==> config.mk <==
export PLATFORM = sky130hd
export DESIGN_NAME = mem_arbiter
export DESIGN_NICKNAME = d
export VERILOG_FILES = /design/src/rtl/mem_arbiter.sv
export SDC_FILE = /design/constraint.sdc
export NUM_CORES = 1
export LEC_CHECK = 0
export CAP_MARGIN = 10
export CORE_MARGIN = 5
export CORE_UTILIZATION = 39
export CTS_CLUSTER_SIZE = 24
export DETAILED_ROUTE_END_ITERATION = 12
export PLACE_DENSITY_LB_ADDON = 0.1
export REMOVE_ABC_BUFFERS = 1
export SYNTH_ARGS = -nofsm -noshare
export SYNTH_HDL_FRONTEND = slang
export SYNTH_SLANG_ARGS = --single-unit
==> constraint.sdc <==
create_clock -name clk -period 1.8 [get_ports clk]
set_clock_uncertainty 0.2 [all_clocks]
set_input_delay 0.36 -clock clk [delete_from_list [all_inputs] [get_ports clk]]
set_output_delay 0.36 -clock clk [all_outputs]
set_load 0.01 [all_outputs]
==> src/rtl/mem_arbiter.sv <==
// Three-way arbiter and sequencer for the shared memory_controller: loader, execute
// unit and instruction fetch, with an atomic read-increment-write for the execute unit.
module mem_arbiter #(
  parameter int MEM_LATENCY  = 1,
  parameter int STARVE_LIMIT = 4
) (
  input  logic        clk,
  input  logic        rst,
  input  logic        ld_req,
  input  logic        ld_we,
  input  logic [11:0] ld_addr,
  input  logic [11:0] ld_wdata,
  output logic        ld_done,
  input  logic        ex_req,
  input  logic [1:0]  ex_op,
  input  logic [11:0] ex_addr,
  input  logic [11:0] ex_wdata,
  output logic        ex_done,
  output logic        ex_zero,
  input  logic        if_req,
  input  logic [11:0] if_addr,
  output logic        if_done,
  output logic [11:0] rdata,
  output logic        busy,
  output logic [11:0] mem_address,
  output logic [11:0] mem_write_data,
  output logic        mem_read_enable,
  output logic        mem_read_type,
  output logic        mem_write_enable,
  input  logic [11:0] mem_read_data
);

  localparam logic DATA_READ         = 1'b0;
  localparam logic INSTRUCTION_FETCH = 1'b1;
  localparam int   WAIT_W   = (MEM_LATENCY > 1) ? $clog2(MEM_LATENCY) : 1;
  localparam int   STARVE_W = (STARVE_LIMIT > 0) ? $clog2(STARVE_LIMIT + 1) : 1;

  typedef enum logic [2:0] {IDLE, RD, WAIT, WR, DONE} state_t;
  typedef enum logic [1:0] {OP_READ, OP_WRITE, OP_RMW} op_t;
  typedef enum logic [1:0] {ID_LD, ID_EX, ID_IF} id_t;

  state_t              state_reg;
  op_t                 op_reg;
  id_t                 id_reg;
  logic [WAIT_W-1:0]   wait_cnt_reg;
  logic [STARVE_W-1:0] starve_reg;
  logic [2:0]          done_reg;
  logic                ex_zero_reg;
  logic [11:0]         rdata_reg;
  logic                busy_reg;
  logic [11:0]         mem_address_reg;
  logic [11:0]         mem_write_data_reg;
  logic                mem_read_enable_reg;
  logic                mem_read_type_reg;
  logic                mem_write_enable_reg;

  logic        grant_valid;
  id_t         grant_id;
  op_t         grant_op;
  op_t         ex_op_dec;
  logic [11:0] grant_addr;
  logic [11:0] grant_wdata;
  logic        starve_max;

  assign starve_max = (starve_reg == STARVE_W'(STARVE_LIMIT));

  always_comb begin
    case (ex_op)
      2'b01:   ex_op_dec = OP_WRITE;
      2'b10:   ex_op_dec = OP_RMW;
      default: ex_op_dec = OP_READ;
    endcase
  end

  // Fixed priority ld > ex > if, except a starved fetch overtakes ex.
  always_comb begin
    grant_valid = 1'b0;
    grant_id    = ID_LD;
    grant_op    = OP_READ;
    grant_addr  = 12'd0;
    grant_wdata = 12'd0;
    if (ld_req) begin
      grant_valid = 1'b1;
      grant_id    = ID_LD;
      grant_op    = ld_we ? OP_WRITE : OP_READ;
      grant_addr  = ld_addr;
      grant_wdata = ld_wdata;
    end else if (ex_req && !(if_req && starve_max)) begin
      grant_valid = 1'b1;
      grant_id    = ID_EX;
      grant_op    = ex_op_dec;
      grant_addr  = ex_addr;
      grant_wdata = ex_wdata;
    end else if (if_req) begin
      grant_valid = 1'b1;
      grant_id    = ID_IF;
      grant_op    = OP_READ;
      grant_addr  = if_addr;
    end
  end

  always_ff @(posedge clk) begin
    if (rst) begin
      state_reg            <= IDLE;
      op_reg               <= OP_READ;
      id_reg               <= ID_LD;
      wait_cnt_reg         <= '0;
      starve_reg           <= '0;
      done_reg             <= 3'b000;
      ex_zero_reg          <= 1'b0;
      rdata_reg            <= 12'd0;
      busy_reg             <= 1'b0;
      mem_address_reg      <= 12'd0;
      mem_write_data_reg   <= 12'd0;
      mem_read_enable_reg  <= 1'b0;
      mem_read_type_reg    <= DATA_READ;
      mem_write_enable_reg <= 1'b0;
    end else begin
      done_reg             <= 3'b000;
      ex_zero_reg          <= 1'b0;
      mem_read_enable_reg  <= 1'b0;
      mem_write_enable_reg <= 1'b0;
      case (state_reg)
        IDLE: begin
          if (grant_valid && grant_id == ID_EX && if_req) begin
            if (!starve_max) starve_reg <= starve_reg + 1'b1;
          end else if ((grant_valid && grant_id == ID_IF) || !if_req) begin
            starve_reg <= '0;
          end
          if (grant_valid) begin
            id_reg             <= grant_id;
            op_reg             <= grant_op;
            mem_address_reg    <= grant_addr;
            mem_write_data_reg <= grant_wdata;
            mem_read_type_reg  <= (grant_id == ID_IF) ? INSTRUCTION_FETCH : DATA_READ;
            wait_cnt_reg       <= '0;
            busy_reg           <= 1'b1;
            if (grant_op == OP_WRITE) begin
              state_reg            <= WR;
              mem_write_enable_reg <= 1'b1;
            end else begin
              state_reg           <= RD;
              mem_read_enable_reg <= 1'b1;
            end
          end
        end
        RD: begin
          state_reg <= WAIT;
        end
        WAIT: begin
          if (wait_cnt_reg == WAIT_W'(MEM_LATENCY - 1)) begin
            if (op_reg == OP_RMW) begin
              mem_write_data_reg   <= mem_read_data + 12'd1;
              mem_write_enable_reg <= 1'b1;
              state_reg            <= WR;
            end else begin
              rdata_reg        <= mem_read_data;
              done_reg[id_reg] <= 1'b1;
              state_reg        <= DONE;
            end
          end else begin
            wait_cnt_reg <= wait_cnt_reg + 1'b1;
          end
        end
        WR: begin
          done_reg[id_reg] <= 1'b1;
          // A plain write leaves rdata untouched; RMW reports the incremented value.
          if (op_reg == OP_RMW) begin
            rdata_reg   <= mem_write_data_reg;
            ex_zero_reg <= (mem_write_data_reg == 12'd0);
          end
          state_reg <= DONE;
        end
        DONE: begin
          busy_reg  <= 1'b0;
          state_reg <= IDLE;
        end
        default: begin
          busy_reg  <= 1'b0;
          state_reg <= IDLE;
        end
      endcase
    end
  end

  assign ld_done          = done_reg[0];
  assign ex_done          = done_reg[1];
  assign if_done          = done_reg[2];
  assign ex_zero          = ex_zero_reg;
  assign rdata            = rdata_reg;
  assign busy             = busy_reg;
  assign mem_address      = mem_address_reg;
  assign mem_write_data   = mem_write_data_reg;
  assign mem_read_enable  = mem_read_enable_reg;
  assign mem_read_type    = mem_read_type_reg;
  assign mem_write_enable = mem_write_enable_reg;

endmodule

==> results.sh, run 1 <==
export IMPL_wl_per_cell_um=17.0
export IMPL_period_share=1.04
export IMPL_worstHoldStart="rst"
export IMPL_dr_pass1_iters=4
export IMPL_rows=31
export IMPL_finalHoldViolCount=0
export IMPL_vias=3125
export IMPL_power_leakage_nw=2.26
export IMPL_status="finished, violations left"
export IMPL_setup_violations_final=9
export IMPL_r2r_start="starve_reg[0]$_SDFFE_PP0P_"
export IMPL_cp_data_required_time_ns=1.81
export IMPL_startpoint="starve_reg[0]$_SDFFE_PP0P_"
export IMPL_grt_pass1_vias=3124
export IMPL_drive_gt1_frac=0.307
export IMPL_cp_end_kind="register"
export IMPL_yosysMostFrequentCell="dfxtp_1"
export IMPL_clk_latency_ns=0.31
export IMPL_dieArea_um2=9270
export IMPL_total_power_mw=3.62
export IMPL_path_cells="inv_2, ha_4, nand3_2, and3b_2, buf_6, a221o_1, o211ai_1, a21oi_1"
export IMPL_violations="setup timing"
export IMPL_gp_congestion=0.846
export IMPL_maxCapViolations=0
export IMPL_io_pins=124
export IMPL_wirelength_mm=9.95
export IMPL_holdCritPathClass="in -> reg"
export IMPL_whs_endpoint="id_reg[0]$_SDFFE_PP0P_"
export IMPL_synth_commonest_cells="dfxtp_1, nor2_1, a21oi_1, nand2_1, a22oi_1"
export IMPL_first_iter_violations=96
export IMPL_cts_reportedPaths_clkPinSlew_ns=0.10
export IMPL_synth_enable_flop_cells=0
export IMPL_drc_errors=0
export IMPL_start_util=0.400
export IMPL_ys_warnings_count=0
export IMPL_overflow=0
export IMPL_die_width_um=96.3
export IMPL_grt_max_degree=29
export IMPL_chipHeight_um=96.3
export IMPL_final_util=0.684
export IMPL_yosysTopAreaCellShare=0.372
export IMPL_place_inst=566
export IMPL_port_buffers=123
export IMPL_fin_cells=584
export IMPL_ff2ff_path_depth=8
export IMPL_htreeDepth=2
export IMPL_synth_top_area_cell="dfxtp_1"
export IMPL_slew_violations=0
export IMPL_r2r_slack_ns=-0.07
export IMPL_slew_headroom=0.750
export IMPL_finalWorstSetupSlack_ns=-0.0736
export IMPL_holdWs_ns=0.176
export IMPL_antenna_found_initial=0
export IMPL_path_max_fanout=5
export IMPL_critPathLaunchType="register"
export IMPL_holdBufCountCts=0
export IMPL_seq_area_frac_synth=0.372
export IMPL_n_antenna_cell=0
export IMPL_grt_util_all_layers=0.207
export IMPL_holdPathStages=2
export IMPL_arrival_ns=1.89
export IMPL_finalInstanceArea_um2=4960
export IMPL_place_area_um2=4530
export IMPL_synth_flop_cell="dfxtp_1"
export IMPL_netlist_area_um2=2900
export IMPL_avgSynthCellArea_um2=9.19
export IMPL_crit_type="reg -> reg"
export IMPL_synth_seq_cells=54
export IMPL_nNetsFinal=568
export IMPL_postSynthCellCount=316
export IMPL_power_per_cell_area_nw_per_um2=729
export IMPL_core_region_area_um2=7250
export IMPL_via_per_inst=5.35
export IMPL_vdd_ir_drop_max_v=0.000392
export IMPL_cpPeakStageDelay_ns=0.34
export IMPL_root_buffer="clkbuf_8"
export IMPL_timing_rr_end="mem_write_data[3]$_SDFFE_PP0P_"
export IMPL_hpwl_mm=7.28
export IMPL_place_ws_ns=-0.513
export IMPL_tightest_slew_ns=0.373
export IMPL_rsz0062_at_grt="true"
export IMPL_crit_path_top_delay_cell="dfxtp_2"
export IMPL_area_growth_syn_to_layout_pct=70.8
export IMPL_synthTopCellsByArea="dfxtp_1, a22oi_1, mux2i_1"
export IMPL_cts_buffer_depth=2
export IMPL_numCtsBuffers=5
export IMPL_cts_sinks=54
export IMPL_max_freq_mhz=534
export IMPL_async_reset_ff_frac=0
export IMPL_final_antenna_net_count=0
export IMPL_cts_tree="yes"
export IMPL_layout_min_cycle_time_ns=1.87
export IMPL_synth_cell_types=54
export IMPL_grt_first_pass_wirelength_mm=15.0
export IMPL_tns_ns=-0.357
-- repair_timing --
action,CTS,global route
setup buffers,2,7
gates resized for setup,54,42
gates cloned,1,1
endpoints found under the hold margin,0,0
endpoints found under the setup margin,50,58
pin swaps,17,24
-- power by group --
part | switching, mW | internal (mW)
Combinational | 0.605 | 0.744
Clock | 0.412 | 0.446
Sequential | 0.0915 | 1.32
Total | 1.11 | 2.51
-- area by class of cell --
cell class	instances	area (um2)
repair buffers	190	1840
inverters	5	18.8
flip-flops and latches	54	1090
clock inverters	1	30.0
multi-input cells	229	1780
clock buffers	6	82.6
well taps	99	124
fillers	605	2290
-- how the worst max path moves through the flow --
stage                     slack, ns  cells after the start                         endpoint
final                         -0.07                      8   mem_write_data[3]$_SDFFE_PP0P_
after global routing          -0.16                      8  mem_write_data[11]$_SDFFE_PP0P_
after CTS                     -0.05                      8   mem_write_data[2]$_SDFFE_PP0P_
after detailed placement      -0.51                      7   mem_write_data[1]$_SDFFE_PP0P_
after global placement        -0.46                      7   mem_write_data[6]$_SDFFE_PP0P_
after floorplan               -0.46                      4            rdata[0]$_SDFFE_PP0P_
-- critical path: cells and delay by family, from the launching register on --
family	cells	cell delay, ns
AO/OA/AOI/OAI	3	0.51
adder cells (fa/ha/maj)	1	0.13
buffers and inverters	2	0.23
flip-flops	1	0.34
AND/OR/NAND/NOR	2	0.37
-- kinds of logic after synthesis --
family | share of synthesized area
AOI/OAI and AO/OA | 0.291
muxes | 0.0414
buffers and inverters | 0.0707
DFF | 0.372
xor gates and xnor gates | 0.0271
adders and majority gates | 0.0129
and+or+nand+nor | 0.185
-- layout by cell type (no fill, tap or decap), types with 11 or more instances in the layout --
cell | Yosys | final
nand2_1 | 22 | 22
dfxtp_1 | 54 | 48
nor2_1 | 27 | 26
a22oi_1 | 18 | 16
dlygate4sd2_1 | 0 | 18
a21oi_2 | 8 | 11
a21oi_1 | 22 | 19
buf_4 | 6 | 58
clkdlybuf4s50_1 | 0 | 83
dlymetal6s2s_1 | 0 | 21
mux2i_1 | 12 | 12
-- per-layer routing --
layer | track usage | part of all wire | vias to the layer above
met1 | 0.253 | 0.40 | 1444
met2 | 0.350 | 0.48 | 142
met5 | 0 | 0 | -
met3 | 0.0625 | 0.090 | 26
met4 | 0.0631 | 0.026 | 0
li1 | - | - | 1513
Power figures use the tool's default switching activity.
==> run 2: changes to the inputs <==
--- a/config.mk
+++ b/config.mk
@@ -10,6 +10,7 @@
 export CORE_UTILIZATION = 39
 export CTS_CLUSTER_SIZE = 24
 export DETAILED_ROUTE_END_ITERATION = 12
+export GPL_TIMING_DRIVEN = 0
 export PLACE_DENSITY_LB_ADDON = 0.1
 export REMOVE_ABC_BUFFERS = 1
 export SYNTH_ARGS = -nofsm -noshare
==> results.sh, run 2 (synthesis gave the netlist of run 1 again) <==
export IMPL_status="finished, violations left"
export IMPL_violations="setup timing"
export IMPL_crit_family="simple AND/OR/NAND/NOR gates"
export IMPL_vdd_ir_drop_max_v=0.000377
export IMPL_max_freq_mhz=542
export IMPL_setup_violations_final=2
export IMPL_crit_path_top_delay_cell="or4_4"
export IMPL_startpoint="starve_reg[1]$_SDFFE_PP0P_"
export IMPL_timing_rr_end="op_reg[1]$_SDFFE_PP0P_"
export IMPL_layout_commonest_cell="clkdlybuf4s50_1"
export IMPL_worstHoldStart="rst"
export IMPL_whs_endpoint="id_reg[0]$_SDFFE_PP0P_"
export IMPL_finalWorstSetupSlack_ns=-0.0434
export IMPL_holdPathStages=2
export IMPL_antenna_found_initial=0
export IMPL_numCtsBuffers=5
export IMPL_drive_gt1_frac=0.279
export IMPL_use_met1=0.245
export IMPL_path_cells="inv_2, ha_4, nand3_4, buf_6, nand3b_1, or4_4, a21oi_2"
export IMPL_gr_usage_met2=0.370
export IMPL_cts_reportedPaths_clkPinSlew_ns=0.10
export IMPL_dr_pass1_iters=5
export IMPL_combPwrFrac=0.379
export IMPL_layout_min_cycle_time_ns=1.84
export IMPL_maxCapViolations=0
export IMPL_chipHeight_um=96.3
export IMPL_die_width_um=96.3
export IMPL_htreeDepth=2
export IMPL_power_per_cell_area_nw_per_um2=721
export IMPL_holdWs_ns=0.242
export IMPL_first_iter_violations=128
export IMPL_grt_first_pass_wirelength_mm=14.8
export IMPL_arrival_ns=1.89
export IMPL_nNetsFinal=538
export IMPL_use_met3=0.0594
export IMPL_layout_common_cells="clkdlybuf4s50_1, dfxtp_1, nor2_1"
export IMPL_final_antenna_net_count=0
export IMPL_finalHoldViolCount=0
export IMPL_ff2ff_path_depth=7
export IMPL_path_max_fanout=3
export IMPL_drc_errors=0
export IMPL_r2r_slack_ns=-0.04
export IMPL_critPathLaunchType="register"
export IMPL_via_per_inst=5.43
export IMPL_root_buffer="clkbuf_8"
export IMPL_top_usage_layer="met2"
export IMPL_cp_end_kind="register"
export IMPL_r2r_start="starve_reg[1]$_SDFFE_PP0P_"
export IMPL_slew_headroom=0.731
export IMPL_area_growth_syn_to_layout_pct=66.1
export IMPL_fillCellCount=634
export IMPL_rows=31
export IMPL_tightest_slew_ns=0.400
export IMPL_wl_per_cell_um=18.2
export IMPL_cts_tree="yes"
export IMPL_power_frac_seq=0.410
export IMPL_port_buffers=123
export IMPL_crit_type="reg -> reg"
export IMPL_crit_buf_inv=2
export IMPL_cpPeakStageDelay_ns=0.54
export IMPL_holdCritPathClass="in -> reg"
export IMPL_overflow=0
export IMPL_io_pins=124
export IMPL_gp_congestion=0.767
export IMPL_core_region_area_um2=7250
export IMPL_wirelength_mm=10.1
export IMPL_power_leakage_nw=2.14
export IMPL_vias=3011
export IMPL_dieArea_um2=9270
export IMPL_cts_sinks=54
export IMPL_rsz0062_at_grt="true"
export IMPL_n_antenna_cell=0
export IMPL_hpwl_mm=6.25
export IMPL_grt_util_all_layers=0.205
export IMPL_cts_buffer_depth=2
export IMPL_place_ws_ns=-2.11
export IMPL_power_internal_mw=2.35
export IMPL_total_power_mw=3.48
export IMPL_finalInstanceArea_um2=4820
export IMPL_power_switching_mw=1.13
export IMPL_place_area_um2=4090
export IMPL_grt_max_degree=35
export IMPL_clkPwrFrac=0.211
export IMPL_clk_latency_ns=0.31
export IMPL_cp_data_required_time_ns=1.85
export IMPL_swShare=0.324
export IMPL_grt_pass1_vias=2976
export IMPL_slew_violations=0
export IMPL_period_share=1.02
export IMPL_start_util=0.400
[run 2: how the worst max path moves through the flow]
stage / end / slack, ns / depth (start not counted)
global placement: starve_reg[1]$_SDFFE_PP0P_ / -2.18 / 6
floorplan: rdata[0]$_SDFFE_PP0P_ / -0.46 / 4
global route: op_reg[1]$_SDFFE_PP0P_ / -0.08 / 7
detailed placement: starve_reg[1]$_SDFFE_PP0P_ / -2.11 / 6
finish: op_reg[1]$_SDFFE_PP0P_ / -0.04 / 7
CTS: op_reg[1]$_SDFFE_PP0P_ / -0.01 / 4
[run 2: per-layer routing]
metal / share of wire / routed length [um]
met1: 0.40 / 4090
met2: 0.51 / 5180
met3: 0.078 / 792
met4: 0.0042 / 42
met5: 0 / 0
[run 2: final cells by class]
| class | count | area, um2 | share of cell area |
|---|---|---|---|
| clock buffer | 6 | 82.6 | 0.0171 |
| clock inverter | 2 | 16.3 | 0.00337 |
| inverter | 5 | 18.8 | 0.00389 |
| multi-input combinational | 233 | 1910 | 0.395 |
| sequential | 54 | 1100 | 0.228 |
| tap | 99 | 124 | 0.0257 |
| timing repair buffer | 156 | 1580 | 0.327 |
[run 2: timing repair]
action / CTS / global route
setup buffers: 21 / 11
resized for setup: 78 / 42
gates cloned: 4 / 0
pin swaps: 9 / 7
hold buffers: 0 / 0
setup endpoints to repair: 63 / 42
hold endpoints to repair: 0 / 0
[run 2: worst reg2reg max path, stage by stage (launching register included)]
cell and delay (ns):
dfxtp_2 0.35, inv_2 0.05, ha_4 0.16, nand3_4 0.10, buf_6 0.11, nand3b_1 0.15
or4_4 0.54, a21oi_2 0.14
[run 2: stage by stage]
stage          utilization  cells  TNS [ns]
6_report             0.665    555   -0.0508
5_1_grt              0.665    555    -0.431
4_1_cts              0.631    544   -0.0131
3_5_place_dp         0.564    511    -78.86
3_3_place_gp         0.561    510    -87.85
2_1_floorplan            -    288    -10.98
[run 2: power by group through the flow]
stage               Clock (mW)  Sequential [mW]  Combinational [mW]
floorplan                    0             1.49               0.468
global placement             0             1.44                1.07
detailed placement           0             1.45                1.08
CTS                      0.765             1.43                1.23
global route             0.818             1.45                1.41
finish                   0.734             1.43                1.32
==> run 3: changes to the inputs <==
--- a/config.mk
+++ b/config.mk
@@ -5,9 +5,10 @@
 export SDC_FILE = /design/constraint.sdc
 export NUM_CORES = 1
 export LEC_CHECK = 0
+export ABC_AREA = 1
 export CAP_MARGIN = 10
 export CORE_MARGIN = 5
-export CORE_UTILIZATION = 39
+export CORE_UTILIZATION = 40
 export CTS_CLUSTER_SIZE = 24
 export DETAILED_ROUTE_END_ITERATION = 12
 export GPL_TIMING_DRIVEN = 0
==> results.sh, run 3 <==
export IMPL_cp_end_kind="primary output"
export IMPL_timing_rr_end="mem_write_data[4]$_SDFFE_PP0P_"
export IMPL_cts_sinks=54
export IMPL_ff2ff_path_depth=8
export IMPL_cp_data_required_time_ns=1.24
export IMPL_vias=3723
export IMPL_crit_path_top_delay_cell="clkdlybuf4s50_1"
export IMPL_port_buffers=123
export IMPL_maxCapViolations=0
export IMPL_synthAdderAreaFrac=0.0114
export IMPL_synth_compound_gate_area_share=0.174
export IMPL_postSynthCellCount=502
export IMPL_whs_endpoint="rdata[11]$_SDFFE_PP0P_"
export IMPL_rsz0062_at_grt="true"
export IMPL_nNetsFinal=719
export IMPL_power_switching_mw=1.65
export IMPL_ys_warnings_count=0
export IMPL_swShare=0.381
export IMPL_async_reset_ff_frac=0
export IMPL_numCtsBuffers=5
export IMPL_synthTopCellsByArea="dfxtp_1, nand2_1, a21oi_1"
export IMPL_synth_top_area_cell="dfxtp_1"
export IMPL_start_util=0.405
export IMPL_cts_buffer_depth=2
export IMPL_grt_pass1_vias=3465
export IMPL_synth_cell_types=33
export IMPL_power_internal_mw=2.69
export IMPL_power_per_cell_area_nw_per_um2=865
export IMPL_r2r_start="state_reg[0]$_SDFFE_PP0P_"
export IMPL_finalInstanceArea_um2=5020
export IMPL_dr_pass1_iters=4
export IMPL_overflow=0
export IMPL_r2r_slack_ns=0.09
export IMPL_gp_congestion=0.849
export IMPL_drc_errors=0
export IMPL_slew_violations=0
export IMPL_via_per_inst=5.02
export IMPL_synth_top_family_by_area="simple AND/OR/NAND/NOR gates"
export IMPL_holdCritPathClass="reg -> reg"
export IMPL_n_antenna_cell=0
export IMPL_avgSynthCellArea_um2=6.57
export IMPL_finalHoldViolCount=0
export IMPL_synth_enable_flop_cells=0
export IMPL_power_leakage_nw=2.44
export IMPL_setup_violations_final=0
export IMPL_slew_headroom=0.590
export IMPL_dieArea_um2=10200
export IMPL_path_max_fanout=2
export IMPL_holdPathStages=2
export IMPL_critPathLaunchType="register"
export IMPL_power_frac_seq=0.360
export IMPL_drive_gt1_frac=0.141
export IMPL_chipHeight_um=101
export IMPL_htreeDepth=2
export IMPL_crit_type="reg -> out"
export IMPL_period_share=0.980
export IMPL_synthSimpleGateAreaFrac=0.380
export IMPL_wirelength_mm=10.9
export IMPL_layout_min_cycle_time_ns=1.76
export IMPL_status="completed"
export IMPL_hpwl_mm=7.56
export IMPL_arrival_ns=1.20
export IMPL_place_area_um2=4490
export IMPL_path_cells="clkdlybuf4s50_1"
export IMPL_yosysMostFrequentCell="nand2_1"
export IMPL_tightest_slew_ns=0.616
export IMPL_vdd_ir_drop_max_v=0.000372
export IMPL_cpPeakStageDelay_ns=0.55
export IMPL_cts_reportedPaths_clkPinSlew_ns=0.10
export IMPL_final_antenna_net_count=0
export IMPL_root_buffer="clkbuf_8"
export IMPL_combPwrFrac=0.445
export IMPL_netlist_area_um2=3300
export IMPL_clk_latency_ns=0.31
export IMPL_synth_commonest_cells="nand2_1, dfxtp_1, inv_1"
export IMPL_crit_family="buffers and inverters"
export IMPL_seq_area_frac_synth=0.328
export IMPL_layout_common_cells="nand2_1, clkdlybuf4s50_1, dfxtp_1"
export IMPL_synth_xor_area_share=0.00531
export IMPL_io_pins=124
export IMPL_first_iter_violations=131
export IMPL_grt_util_all_layers=0.214
export IMPL_holdWs_ns=0.269
export IMPL_crit_buf_inv=1
export IMPL_max_freq_mhz=567
export IMPL_clkPwrFrac=0.195
export IMPL_area_growth_syn_to_layout_pct=52.4
export IMPL_synth_flop_cell="dfxtp_1"
export IMPL_yosysTopAreaCellShare=0.328
export IMPL_layout_commonest_cell="nand2_1"
export IMPL_antenna_found_initial=0
export IMPL_synth_seq_cells=54
export IMPL_rows=33
export IMPL_worstHoldStart="rdata[11]$_SDFFE_PP0P_"
export IMPL_die_width_um=101
export IMPL_cts_tree="yes"
export IMPL_core_region_area_um2=8130
export IMPL_wl_per_cell_um=14.7
export IMPL_grt_first_pass_wirelength_mm=17.3
export IMPL_grt_max_degree=29
export IMPL_synthMuxAreaShare=0
-- run 3: cell types whose count changed after synthesis, sizes merged, moves of 12 or more --
cell and change:
a211oi -13, a22oi -26, inv +37, mux2i -12
nand2 +171, nand3 +20, nand4 +15, o21ai +39
or2 -12
-- run 3: cell type report --
type	instances	area, um2
Inverter	42	171
Tap cell	105	131
Sequential cell	54	1090
Multi-Input combinational cell	383	2010
Timing Repair inverter	1	7.51
Clock inverter	3	45.0
Clock buffer	5	68.8
Fill cell	806	3110
Timing Repair Buffer	149	1510
-- run 3: kinds of logic after synthesis --
group	count (synthesis)
adders and majority gates	3
xor gates and xnor gates	2
AOI/OAI and AO/OA	96
buffers and inverters	69
DFF	54
and+or+nand+nor	278
-- run 3: how the worst max path moves through the flow --
stage | startpoint | endpoint | slack (ns) | cells after the start
after floorplan | starve_reg[0]$_SDFFE_PP0P_ | starve_reg[1]$_SDFFE_PP0P_ | 0.01 | 9
after global placement | ld_req | mem_read_enable$_SDFF_PP0_ | -1.87 | 7
after detailed placement | ld_req | mem_read_enable$_SDFF_PP0_ | -1.93 | 7
after CTS | state_reg[0]$_SDFFE_PP0P_ | mem_write_data[3]$_SDFFE_PP0P_ | -0.02 | 8
after global routing | ex_req | mem_address[11]$_SDFFE_PP0P_ | -0.01 | 9
final | mem_address[7]$_SDFFE_PP0P_ | mem_address[7] | 0.04 | 1
-- run 3: metrics by stage --
step	cells	setup TNS [ns]	setup WS [ns]	total power [mW]	utilization
final	742	0	0.0357	4.35	0.618
after global routing	742	-0.0223	-0.0109	4.63	0.618
after CTS	732	-0.0445	-0.0249	4.26	0.593
after detailed placement	703	-68.11	-1.93	3.33	0.552
after global placement	703	-65.79	-1.87	3.29	0.552
after floorplan	475	0	0.00970	2.49	-
-- run 3: what timing repair did --
action / CTS / global route
pin swaps: 7 / 5
gates resized for setup: 37 / 40
gates cloned: 4 / 1
hold buffers: 0 / 0
endpoints found under the setup margin: 64 / 52
buffers inserted: 17 / 9
-- run 3: layer usage --
metal  wire, um  GRT usage  part of all wire
met5          0          0                 0
met4         80     0.0415            0.0073
met3        859     0.0595             0.079
met2       5250      0.349              0.48
met1       4720      0.285              0.43
-- run 3: power by group through the flow --
stage                     registers [mW]  logic (mW)  clock network (mW)
after floorplan                     1.64       0.850                   0
after global placement              1.57        1.72                   0
after detailed placement            1.58        1.74                   0
after CTS                           1.56        1.84               0.855
after global routing                1.60        2.12               0.914
final                               1.57        1.93               0.845
